## src/rtl/stack_exec_unit.sv

```systemverilog
// -----------------------------------------------------------------------------
// stack_exec_unit
//   Operand-stack execution unit for the stack-machine processor. Top-of-stack
//   lives in a register; the remaining entries live in mem[0..DEPTH-2], with
//   next-on-stack at mem[count-2]. Commands arrive over a valid/ready
//   handshake. Unary commands complete in one cycle. ADD/SUB/AND spend one
//   extra EXEC cycle with cmd_ready low.
//
//   Optional feature macro: STACK_ERR_STICKY_EN
//     defined   : an illegal command latches err and blocks cmd_ready until rst
//     undefined : err is a one-cycle pulse, and the illegal command is dropped
//
// Ports
//   clk, rst          rising-edge clock, asynchronous active-high reset
//   cmd_valid/ready   command handshake; ready only in IDLE
//   cmd_op            0 NOP, 1 PUSH, 2 POP, 3 ADD, 4 SUB, 5 AND, 6 NOT, 7 DUP
//   cmd_data          PUSH operand
//   tos, count        top of stack (0 when empty), number of valid entries
//   empty, full, zero stack status for controller branch decisions
//   done              one-cycle pulse when an accepted command completes
//   err               illegal command indication
// -----------------------------------------------------------------------------
module stack_exec_unit #(
   parameter int WIDTH = 8,
   parameter int DEPTH = 16,
   localparam int CW   = $clog2(DEPTH + 1)
) (
   input  logic             clk,
   input  logic             rst,
   input  logic             cmd_valid,
   output logic             cmd_ready,
   input  logic [2:0]       cmd_op,
   input  logic [WIDTH-1:0] cmd_data,
   output logic [WIDTH-1:0] tos,
   output logic [CW-1:0]    count,
   output logic             empty,
   output logic             full,
   output logic             zero,
   output logic             done,
   output logic             err
);

   localparam int AW = (DEPTH > 2) ? $clog2(DEPTH - 1) : 1;

`ifdef STACK_ERR_STICKY_EN
   localparam bit ERR_STICKY = 1'b1;
`else
   localparam bit ERR_STICKY = 1'b0;
`endif

   typedef enum logic [2:0] {
      OP_NOP  = 3'd0,
      OP_PUSH = 3'd1,
      OP_POP  = 3'd2,
      OP_ADD  = 3'd3,
      OP_SUB  = 3'd4,
      OP_AND  = 3'd5,
      OP_NOT  = 3'd6,
      OP_DUP  = 3'd7
   } op_t;

   typedef enum logic {IDLE, EXEC} state_t;

   state_t           state;
   op_t              op_q;
   op_t              op_in;
   logic [WIDTH-1:0] tos_r;
   logic [WIDTH-1:0] opb;
   logic [CW-1:0]    cnt;
   logic [WIDTH-1:0] mem [DEPTH-1];

   logic [CW-1:0]    cnt_m1, cnt_m2;
   logic [AW-1:0]    wr_addr, rd_addr;
   logic [WIDTH-1:0] nos;
   logic             is_empty, is_full, accept, legal, mem_we;

   assign op_in    = op_t'(cmd_op);
   assign cnt_m1   = cnt - CW'(1);
   assign cnt_m2   = cnt - CW'(2);
   assign wr_addr  = cnt_m1[AW-1:0];
   assign rd_addr  = cnt_m2[AW-1:0];
   // Only consumed when count >= 2, so the address is always in range then.
   assign nos      = mem[rd_addr];
   assign is_empty = (cnt == '0);
   assign is_full  = (cnt == CW'(DEPTH));
   assign accept   = cmd_valid && cmd_ready;

   always_comb begin
      legal = 1'b1;
      case (op_in)
         OP_PUSH:               legal = !is_full;
         OP_POP, OP_NOT:        legal = !is_empty;
         OP_DUP:                legal = !is_empty && !is_full;
         OP_ADD, OP_SUB, OP_AND: legal = (cnt >= CW'(2));
         default:               legal = 1'b1;
      endcase
   end

   // The old TOS spills into mem[count-1] on PUSH (non-empty) and DUP.
   assign mem_we = accept && legal && !rst &&
                   ((op_in == OP_PUSH && !is_empty) || op_in == OP_DUP);

   // Stack storage is deliberately not reset.
   always_ff @(posedge clk) begin
      if (mem_we) mem[wr_addr] <= tos_r;
   end

   always_ff @(posedge clk or posedge rst) begin
      if (rst) begin
         state <= IDLE;
         op_q  <= OP_NOP;
         tos_r <= '0;
         opb   <= '0;
         cnt   <= '0;
         done  <= 1'b0;
         err   <= 1'b0;
      end else begin
         done <= 1'b0;
         if (!ERR_STICKY) err <= 1'b0;
         case (state)
            IDLE: begin
               if (accept) begin
                  if (!legal) begin
                     err <= 1'b1;
                  end else begin
                     case (op_in)
                        OP_PUSH: begin
                           tos_r <= cmd_data;
                           cnt   <= cnt + CW'(1);
                           done  <= 1'b1;
                        end
                        OP_POP: begin
                           tos_r <= (cnt == CW'(1)) ? '0 : nos;
                           cnt   <= cnt_m1;
                           done  <= 1'b1;
                        end
                        OP_NOT: begin
                           tos_r <= ~tos_r;
                           done  <= 1'b1;
                        end
                        OP_DUP: begin
                           cnt  <= cnt + CW'(1);
                           done <= 1'b1;
                        end
                        OP_NOP: done <= 1'b1;
                        default: begin
                           // Binary op: capture NOS now, combine with TOS in EXEC.
                           opb   <= nos;
                           op_q  <= op_in;
                           state <= EXEC;
                        end
                     endcase
                  end
               end
            end
            EXEC: begin
               case (op_q)
                  OP_ADD:  tos_r <= opb + tos_r;
                  OP_SUB:  tos_r <= opb - tos_r;
                  default: tos_r <= opb & tos_r;
               endcase
               cnt   <= cnt_m1;
               done  <= 1'b1;
               state <= IDLE;
            end
            default: state <= IDLE;
         endcase
      end
   end

   assign cmd_ready = (state == IDLE) && !(ERR_STICKY && err);
   assign tos       = tos_r;
   assign count     = cnt;
   assign empty     = is_empty;
   assign full      = is_full;
   assign zero      = !is_empty && (tos_r == '0);

endmodule

```

## config.mk

```make
export PLATFORM = sky130hd
export DESIGN_NAME = stack_exec_unit
export DESIGN_NICKNAME = d
export VERILOG_FILES = /design/src/rtl/stack_exec_unit.sv
export SDC_FILE = /design/constraint.sdc
export NUM_CORES = 1
export LEC_CHECK = 0
export CORE_ASPECT_RATIO = 0.75
export CORE_MARGIN = 2
export CORE_UTILIZATION = 54
export CTS_BUF_LIST = sky130_fd_sc_hd__clkbuf_8
export CTS_CLUSTER_SIZE = 24
export DETAILED_ROUTE_END_ITERATION = 12
export PLACE_DENSITY = 0.77
export SYNTH_ARGS = -nofsm -noshare
export SYNTH_HDL_FRONTEND = slang
export SYNTH_SLANG_ARGS = --single-unit
```

## constraint.sdc

```tcl
create_clock -name clk -period 4.1 [get_ports clk]
set_input_delay 0.82 -clock clk [delete_from_list [all_inputs] [get_ports clk]]
set_output_delay 0.82 -clock clk [all_outputs]
set_load 0.005 [all_outputs]
```

# Word level (Yosys, flattened, before mapping)
# Memory sizes are Yosys's and may differ from the RTL's.
# Index checks and enable logic that the tools add are counted.
# totals
mem_bits_ro	0
mem_count	1
ram_bits	120
out_inout_bits	19
reg_bits	27
elab_cells	78
latchBits	0
inputBits	14
# op_classes
n_mul	0
n_div	0
addsub	5
order_cmp	1
n_bitwise	4
muxes	24
reduce_logical	21
shifts	0
n_eq_ne	15
# mem_list
memory	words	width	read_ports	rd_ports_with_merged_regs	wr	line	source
mem	15	8	1	0	1	70	logic [WIDTH-1:0] mem [DEPTH-1];
# op_table
operator	count
$pmux 8 s2	2
$mux 8	3
$pmux 8 s3	1
$pmux 5 s2	2
$eq 3x3->1 const B	5
$mux 1	11
$mux 5	2
$eq 3x2->1 const B	3
$add 8x8->8	1
$and 8x8->8	1
$logic_not 8->1	1
$not 8->8	1
$sub 8x8->8	1
$logic_and 1x1->1	7
$reduce_and 3->1	2
$add 5x1->5 const B	1
$eq 5x1->1 const B	1
$eq 5x5->1 const B	1
$ge 5x2->1 const B	1
$logic_not 5->1	1
$reduce_or 5->1	1
$sub 5x1->5 const B	1
$ne 2x1->1 const B	2
$ne 4x1->1 const B	1
12 further kinds	17

# Depth between registers and ports, before layout
# Gate-level depths: netlist of the first run.
# depth
depth_word	9
mapped_depth	13
depth_no_buf	13

# Least setup slack after synthesis of the first run
# No wires, ideal clock.
# synth_timing
kind	register to register
startpoint	register cnt[0], in the netlist count[0]
endpoint	memory mem[0][0] (enable)
path_buffers	3
path_stages_with_launch	12
arrival_ns	2.624
period_less_slack_ns	2.994
slack_ns	1.106
required_ns	3.730
setup_time_ns	0.370
cell_sequence	dfrtp_1 -> buf_6 -> buf_6 -> buf_6 -> inv_2 -> ha_1 -> nor4bb_4 -> a221o_1 -> o31ai_4 -> and3_1 -> nand2_1 -> nor2_1
# synth_between
elab_chain_cells	9
elab_cells_between_ends	15
classes_between	add/sub: 1; order compare: 1; eq/ne: 1; mux: 3; reduce/logical: 9
# synth_lines
item	line	source
start: declaration	69	logic [CW-1:0] cnt;
start signal: assignment	129	cnt <= cnt + CW'(1);
start signal: assignment	134	cnt <= cnt_m1;
start signal: assignment	142	cnt <= cnt + CW'(1);
$eq 5x5->1 *	85	assign is_full = (cnt == CW'(DEPTH));
net full	37	output logic full,
$logic_not 1->1 *	91, 93	
$logic_and 1x1->1	93	OP_DUP: legal = !is_empty && !is_full;
$pmux 1 s4 *	90	case (op_in)
$logic_and 1x1->1 * (3 in series)	100	assign mem_we = accept && legal && !rst &&
$mux 1 *	105	if (mem_we) mem[wr_addr] <= tos_r;
$mux 1 (implied by the code) *	105	
end: declaration	70	
# Mark *: on every way through the listed nets, which the timed path passes. The rest lies on a longest branch.

# Worst setup path after layout of the first run
# layout_timing
startpoint	register cnt[1], in the netlist count[1]
endpoint	output port zero
# layout_between
elab_chain_cells	3
# layout_lines
item	line	source
$logic_not 5->1	84	assign is_empty = (cnt == '0);
$logic_not 1->1	176	assign zero = !is_empty && (tos_r == '0);
$logic_and 1x1->1	176	
end: declaration	38	output logic zero,
# Every way passes these cells.

==> results of run 1 <==
[power groups by stage]
stage	Sequential, mW	Combinational, mW	Clock [mW]
2_1_floorplan	2.17	1.95	0
3_3_place_gp	2.11	2.81	0
3_5_place_dp	2.12	2.86	0
4_1_cts	2.09	2.89	1.33
5_1_grt	2.12	3.14	1.39
6_report	2.10	2.91	1.31
[sequential cells by signal (all words and copies together), names as in the netlist]
| signal | count |
|---|---|
| err | 1 |
| tos | 8 |
| state | 1 |
| done | 1 |
| mem | 120 |
| opb | 8 |
| count | 5 |
| op_q | 3 |
[metrics by stage]
| step | power, mW | util [%] |
|---|---|---|
| CTS | 6.30 | 62.6 |
| floorplan | 4.12 | - |
| global placement | 4.92 | 58.9 |
| finish | 6.32 | 62.6 |
| detailed placement | 4.99 | 58.9 |
| global route | 6.64 | 62.6 |
[final timing paths]
kind                        endpoint  cells past startpoint  slack (ps)      from
setup reg to reg           mem[5][1]                      9         680  count[1]
hold / removal                opb[5]                      1         580    opb[5]
setup / recovery                zero                      7         450  count[1]
max in group asynchronous   count[0]                      2        2350       rst
hold reg to reg               opb[5]                      1         580    opb[5]
min in group asynchronous    op_q[2]                      2        1010       rst
[layout by cell type (no fill, tap or decap), types with 7 or more instances in the layout]
master,Yosys,final
a211oi_1,13,13
inv_1,8,9
mux2_2,7,7
dfrtp_1,27,26
clkdlybuf4s50_1,0,32
nand3_1,9,9
a21oi_1,30,30
a31oi_1,8,8
nor2_1,53,53
xnor2_1,14,14
mux2i_1,12,12
mux4_2,20,20
edfxtp_1,120,120
clkbuf_8,0,17
ha_1,18,18
nand2_1,34,34
buf_4,0,18
o22ai_1,10,10
[layout make-up]
class	count	share of cell area, %
timing repair buffer	50	5.65
clock buffer	17	2.90
tap	171	2.65
inverter	13	0.605
multi-input combinational	319	32.2
clock inverter	15	2.87
sequential	147	53.1
[metal layers]
layer | vias to the layer above | GRT usage (%) | share of wire, %
met5 | - | 0 | 0
met4 | 0 | 7.29 | 1.5
met3 | 29 | 7.72 | 10
met2 | 264 | 37.0 | 45
met1 | 2318 | 38.3 | 43
li1 | 2026 | - | -
[cell families (layout without fill, tap and decap cells)]
kind of cell,after synthesis,in the layout
fa+ha+maj,19,19
mux,43,43
buf+inv,33,95
flops,147,147
xor+xnor,20,20
compound gates,105,105
simple gates,132,132
[critical path: cells and delay by family (launching register included)]
| kind | cells | cell delay (ps) |
|---|---|---|
| flip-flops | 1 | 550 |
| adder cells (fa/ha/maj) | 1 | 250 |
| AND/OR/NAND/NOR | 3 | 610 |
| buffers and inverters | 3 | 970 |
==> run metrics, run 1 <==
status finished clean; worst hold path class flip-flop to flip-flop; CP required 3280 ps; Worst Path Arrival 2830 ps; Worst-Margin Slew 1110 ps; CP Capture Type output pin; sequential cell area 4280 um^2; setup slack at placement 409 ps; root buf cell clkbuf_8; Final GP Congestion 0.923; via count 4,637; CP cell instances clkinv_1 -> buf_4 -> ha_1 -> or3b_4 -> nor2_1 -> nor4b_1 -> clkdlybuf4s50_1; Tmin final 3650 ps; largest net degree at the start of global routing 41; cell with the most instances after synthesis edfxtp_1; clock skew 10.2 ps; max-cap violations 0; Tcrit/Tclk final 89.1%; # IOs 33; hold slack 578 ps; Switching Power 2.46 mW; CP peak stage delay 550 ps; Clock Latency Late Sink 450 ps; Max Fclk 274 MHz; Post-synth ARST share 18.4%; syn_nets 532; Synth area leaders edfxtp_1, dfrtp_1, mux4_2; area of the multi-input gates 2590 um^2; complex-gate fraction of the synthesized area 10.7%; final antenna-violating net count 0; Setup TNS 0 ps; Final WS setup 448 ps; Detailed Place HPWL 11,400 um; Combinational Power Share 46.1%; Post-Synth XOR/XNOR Area 2.59%; Clock transition at path regs 80 ps; main combinational cell family by area after synthesis compound AO/OA/AOI/OAI gates; Synth area leader edfxtp_1; Worst Path Max Fanout 11; Clk pwr share 20.8%; Initial Util 54.8%; final cell count without fillers 732; gr usage total 25.7%; drt total wl 17,000 um; Internal 3.86 mW; PostCTS Resize Cnt 0; drt initial violations 535; distinct cell type count after synthesis 71; Fill cells 971; share of cells above drive strength 1 16.9%; mux contribution to synthesized area 10.7%; post-synthesis cell count 499; placed cells 700; number of port buffers 32; site row count 36; Synth Area per Inst 14.1 um^2; final net count 581; area grow syn2layout 14.1%; register bit total from synthesis 147; Synthesis Warnings 0; Synth top area share 51.0%; chip height 103 um; Max-Slew Margin vs Limit 26.1%; DRC violations left 0; adder-cell share of the synthesized area 3.47%; setup violators final 0; Power Dens Cells 784 nW/um^2; Worst VDD drop 0.827 mV; die area 14,000 um^2; sequential share of the synthesized area 60.6%; slowest CP cell dfrtp_1; WS Path Type flip-flop to output pin; unrepaired setup endpoints after global routing no; initial antenna violation count 0; H-tree depth 4; finished layout cell area 8060 um^2; DR pass1 iterations 5; Die Wd 136 um; switch share 39.0%; clk buf depth 2; Post-Syn Area 7060 um^2; Hold Buf Count CTS 0; Placed Area 7590 um^2; CTS tree done; # diodes 0; Num CTS Buffers 17; Leak Pwr 2.79 nW; clock sink count 147; vias in the first global route 4,469; drt wl/cell 23.2 um; Synth Area in Simple Gates 9.29%; Post-synth EDFFs 120; wire length of the first global-routing pass 25,900 um; CP Launch Type flip-flop; Fin. Hold Viols 0; Final Max Slew Viols 0; total global routing overflow 0; top post-synthesis cells by count edfxtp_1, nor2_1, nand2_1; share of power burned in registers 33.2%; post-CTS setup repair buffer count 0; Post-synth top flop edfxtp_1; vias per inst 6.33; Core Area 12,900 um^2
No activity file was read; power rests on OpenSTA's default activity.
==> inputs of run 2 (changes only) <==
--- a/config.mk
+++ b/config.mk
@@ -15,3 +15,4 @@
 export SYNTH_ARGS = -nofsm -noshare
 export SYNTH_HDL_FRONTEND = slang
 export SYNTH_SLANG_ARGS = --single-unit
+export TNS_END_PERCENT = 5
==> constraint.sdc (replaced) <==
create_clock -name clk -period 4.3 [get_ports clk]
set_input_delay 0.86 -clock clk [delete_from_list [all_inputs] [get_ports clk]]
set_output_delay 0.86 -clock clk [all_outputs]
set_load 0.005 [all_outputs]
==> run metrics, run 2 (synthesized netlist as in run 1, its figures left out) <==
commonest non-fill, non-tap cell in the layout edfxtp_1; Detailed Place HPWL 11,100 um (-3.2%); vias in the first global route 4,402 (-1.5%); status finished clean; finished layout cell area 7900 um^2 (-1.9%); Hold Buf Count CTS 0 (unchanged); met2 wire len 7410 um (-2.4%); die area 14,000 um^2 (unchanged); number of port buffers 32 (unchanged); Final GP Congestion 0.894 (-3.2%); Placed Area 7560 um^2 (-0.40%); clock sink count 147 (unchanged); post-CTS setup repair buffer count 0 (unchanged); CTS tree done; Tmin final 4050 ps; CP Capture Type output pin; Die Wd 136 um (unchanged); final antenna-violating net count 0 (unchanged); WS Path Type flip-flop to output pin; # IOs 33 (unchanged); chip height 103 um (unchanged); Num CTS Buffers 17 (unchanged); via count 4,589 (-1.0%); drt wl/cell 22.5 um (-3.0%); Worst Path Arrival 3190 ps (+360 ps); CP required 3440 ps (+160 ps); wire length on met3 1390 um (-22%); total global routing overflow 0 (unchanged); PostCTS Resize Cnt 0 (unchanged); # diodes 0 (unchanged); Core Area 12,900 um^2 (unchanged); Final Max Slew Viols 0 (unchanged); Power Dens Cells 720 nW/um^2 (-8.2%); Worst Path Max Fanout 13 (+2); largest net degree at the start of global routing 40 (-2.4%); Leak Pwr 2.71 nW (-2.9%); Worst VDD drop 0.560 mV (-32%); Worst-Margin Slew 1130 ps (+26.4 ps); Initial Util 54.8% (unchanged); max layer used met4; area grow syn2layout 11.9%; Max Fclk 247 MHz; DRC violations left 0 (unchanged); wire length of the first global-routing pass 25,200 um (-2.8%); Clock transition at path regs 80 ps (about the same); commonest non-fill, non-tap cells in the layout edfxtp_1, nor2_1, nand2_1; drt total wl 16,400 um (-3.7%); drt initial violations 518 (-3.2%); vias per inst 6.31 (-0.35%); setup violators final 0 (unchanged); clk buf depth 2 (unchanged); unrepaired setup endpoints after global routing no; Clock Latency Late Sink 460 ps (about the same); share of cells above drive strength 1 16.4% (-0.57 points); worst hold path class flip-flop to flip-flop; max-cap violations 0 (unchanged); Tcrit/Tclk final 94.1%; clock skew 14.5 ps (+4.25 ps); initial antenna violation count 0 (unchanged); site row count 36 (unchanged); DR pass1 iterations 5 (unchanged); Core Util, Final 61.4% (-1.2 points); H-tree depth 4 (unchanged); final net count 577 (-0.69%); CP Launch Type flip-flop; root buf cell clkbuf_8; max reg flops 120 (unchanged); gr usage total 24.9% (-0.86 points); Fin. Hold Viols 0 (unchanged); Reg with most FFs mem; Max-Slew Margin vs Limit 24.3% (-1.8 points); Metal-1 WL 7280 um (-1.1%); Setup TNS 0 ps (unchanged)
## run 2: cell count changes in the layout (fill, tap and decap cells not counted)
cell	change
clkinv_2	+3
bufinv_16	-5
inv_6	+1
clkinv_4	+1
clkinvlp_4	+1
buf_4	-4
inv_1	-1
inv_8	-1
## run 2: area by class of cell
| class | instances | area, um^2 |
|---|---|---|
| fill | 962 | 4980 |
| clock inverter | 14 | 106 |
| clock buffer | 17 | 234 |
| timing repair buffer | 46 | 425 |
| tap | 171 | 214 |
| sequential | 147 | 4280 |
| multi-input combinational | 319 | 2590 |
| inverter | 13 | 48.8 |
## run 2: worst paths after layout
kind | from | slack, ps | to | cells after the start
worst max-delay path | count[1] | 250 | zero | 6
worst min-delay path | opb[4] | 560 | opb[4] | 1
worst max register to register | count[1] | 540 | mem[0][3] | 8
worst min register to register | opb[4] | 560 | opb[4] | 1
max in group asynchronous | rst | 2500 | count[0] | 2
min in group asynchronous | rst | 1050 | op_q[2] | 2
## run 2: metrics by stage
| stage | setup slack (ps) | instances | power (mW) | hold WS [ps] |
|---|---|---|---|---|
| final | 254 | 727 | 5.69 | 561 |
| after floorplan | 1310 | 499 | 3.93 | 510 |
| after CTS | 233 | 727 | 5.68 | 556 |
| after global routing | 34.7 | 727 | 6.00 | 575 |
| after global placement | 581 | 696 | 4.66 | 533 |
| after detailed placement | 417 | 696 | 4.74 | 539 |
## run 2: per-layer routing
layer	vias to the layer above	track usage (%)
met5	-	0
met4	0	9.70
met3	26	4.82
met2	258	37.0
met1	2280	36.6
li1	2025	-
## run 2: report_power, final
group / internal, mW / total [mW] / switching, mW
Sequential: 1.83 / 2.09 / 0.262
Combinational: 1.15 / 2.66 / 1.51
Clock: 0.399 / 0.941 / 0.542
## run 2: worst max-delay path: stages (launching register included)
cell and delay, ps:
dfrtp_1 570, clkinv_1 530, ha_1 450, or3b_4 280
nor2_1 90, nor4b_1 270, clkdlybuf4s50_1 550
==> inputs of run 3 (changes only) <==
--- a/config.mk
+++ b/config.mk
@@ -5,13 +5,15 @@
 export SDC_FILE = /design/constraint.sdc
 export NUM_CORES = 1
 export LEC_CHECK = 0
+export CELL_PAD_IN_SITES_DETAIL_PLACEMENT = 1
+export CELL_PAD_IN_SITES_GLOBAL_PLACEMENT = 1
 export CORE_ASPECT_RATIO = 0.75
 export CORE_MARGIN = 2
 export CORE_UTILIZATION = 54
 export CTS_BUF_LIST = sky130_fd_sc_hd__clkbuf_8
 export CTS_CLUSTER_SIZE = 24
 export DETAILED_ROUTE_END_ITERATION = 12
-export PLACE_DENSITY = 0.77
+export PLACE_DENSITY = 0.88
 export SYNTH_ARGS = -nofsm -noshare
 export SYNTH_HDL_FRONTEND = slang
 export SYNTH_SLANG_ARGS = --single-unit
==> constraint.sdc (replaced) <==
create_clock -name clk -period 4.7 [get_ports clk]
set_input_delay 0.94 -clock clk [delete_from_list [all_inputs] [get_ports clk]]
set_output_delay 0.94 -clock clk [all_outputs]
set_load 0.005 [all_outputs]
==> run metrics, run 3 (synthesized netlist as in run 1, its figures left out) <==
worst reg-to-reg setup slack 690 ps (+150 ps); Reg with most FFs mem; WS Path Type flip-flop to output pin; max-cap violations 0 (unchanged); Worst VDD drop 0.499 mV (-11%); unrepaired setup endpoints after global routing no; final antenna-violating net count 0 (unchanged); Hold Path Depth 1 (unchanged); Die Wd 136 um (unchanged); # diodes 0 (unchanged); Max-Slew Margin vs Limit 22.9% (-1.4 points); drt wl/cell 28.4 um (+26%); setup violators final 0 (unchanged); post-CTS setup repair buffer count 0 (unchanged); CP required 3760 ps (+320 ps); Fill cells 1,258 (+31%); PostCTS Resize Cnt 0 (unchanged); Tcrit/Tclk final 90.7%; clk buf depth 2 (unchanged); worst setup path start count[1]; r2r endpoint tos[3]; commonest non-fill, non-tap cell in the layout edfxtp_1; number of port buffers 32 (unchanged); Final Max Slew Viols 0 (unchanged); CTS tree done; worst hold path class flip-flop to flip-flop; share of cells above drive strength 1 15.5% (-0.84 points); CP Capture Type output pin; Clock Latency Late Sink 470 ps (about the same); Power Dens Cells 706 nW/um^2 (-1.8%); vias per inst 6.61 (+4.6%); commonest non-fill, non-tap cells in the layout edfxtp_1, nor2_1, nand2_1; Worst Path Max Fanout 13 (unchanged); root buf cell clkbuf_8; H-tree depth 4 (unchanged); clock sink count 147 (unchanged); Hold Buf Count CTS 0 (unchanged); Worst Path Arrival 3330 ps (+140 ps); Max Fclk 234 MHz; total global routing overflow 0 (unchanged); Core Util, Final 61.8% (+0.42 points); final net count 574 (-0.52%); drt initial violations 600 (+16%); via count 4,789 (+4.4%); worst hold endpoint opb[4]; drt total wl 20,600 um (+26%); status finished clean; Final GP Congestion 0.903 (+1.0%); CP peak stage delay 600 ps (+30 ps); initial antenna violation count 0 (unchanged); vias in the first global route 4,947 (+12%); Detailed Place HPWL 14,000 um (+26%); DRC violations left 0 (unchanged); Hold Crit Start opb[4]; slowest CP cell dfrtp_1; clock skew 16.7 ps (+2.19 ps); largest net degree at the start of global routing 40 (unchanged); Reg-to-Reg Start count[1]; gr usage total 31.8% (+6.9 points); CP Launch Type flip-flop; Tmin final 4270 ps; Clock transition at path regs 80 ps (about the same); max reg flops 120 (unchanged); Initial Util 54.8% (unchanged); Leak Pwr 2.75 nW (+1.5%); CP cell instances clkinv_1 -> ha_1 -> or3b_4 -> nor2_1 -> nor4b_1 -> clkdlybuf4s50_1; Fin. Hold Viols 0 (unchanged); area grow syn2layout 12.7%; # IOs 33 (unchanged); DR pass1 iterations 5 (unchanged); wire length of the first global-routing pass 31,100 um (+24%); die area 14,000 um^2 (unchanged); Worst-Margin Slew 1160 ps (+21.5 ps); FF-to-FF path depth 8 (unchanged); Core Area 12,900 um^2 (unchanged); Num CTS Buffers 17 (unchanged); chip height 103 um (unchanged); site row count 36 (unchanged); Setup TNS 0 ps (unchanged)
[run 3: stage by stage]
stage | worst slack, ps | power [mW] | instances | hold slack (ps) | area [um^2]
final | 435 | 5.62 | 725 | 578 | 7960
after CTS | 414 | 5.58 | 725 | 571 | 7960
after global placement | 836 | 4.33 | 693 | 534 | 7540
after detailed placement | 619 | 4.50 | 693 | 552 | 7540
after global routing | 276 | 5.86 | 725 | 584 | 7960
after floorplan | 1710 | 3.59 | 499 | 510 | 7060
[run 3: worst max path at each step]
| stage | slack, ps | endpoint |
|---|---|---|
| 5_1_grt | 280 | zero |
| 4_1_cts | 410 | zero |
| 2_1_floorplan | 1710 | mem[0][0] |
| 3_5_place_dp | 620 | mem[12][4] |
| 3_3_place_gp | 840 | mem[12][1] |
| 6_report | 430 | zero |
[run 3: critical path, delay by kind of cell, from the launching register on]
family | cells | cell delay (ps)
buf+inv | 2 | 1080
simple gates | 3 | 700
fa+ha+maj | 1 | 470
flops | 1 | 600
[run 3: layer usage]
metal	up-vias	wire, um	GRT usage [%]
li1	2013	-	-
met1	2455	8630	45.5
met2	279	9670	49.0
met3	42	1910	7.62
met4	0	353	9.70
met5	-	0	0
[run 3: layout make-up]
class,instances,area [um^2],share of cell area [%]
tap,171,214,2.69
multi-input combinational,319,2590,32.6
inverter,13,48.8,0.613
timing repair buffer,43,403,5.06
clock inverter,12,141,1.78
sequential,147,4280,53.8
clock buffer,20,275,3.46
[run 3: power by group]
part / internal, mW / switching [mW] / leakage [nW]
combinational: 1.07 / 1.63 / 1.13
clock: 0.560 / 0.486 / 0.222
sequential: 1.67 / 0.204 / 1.40
total: 3.30 / 2.32 / 2.75
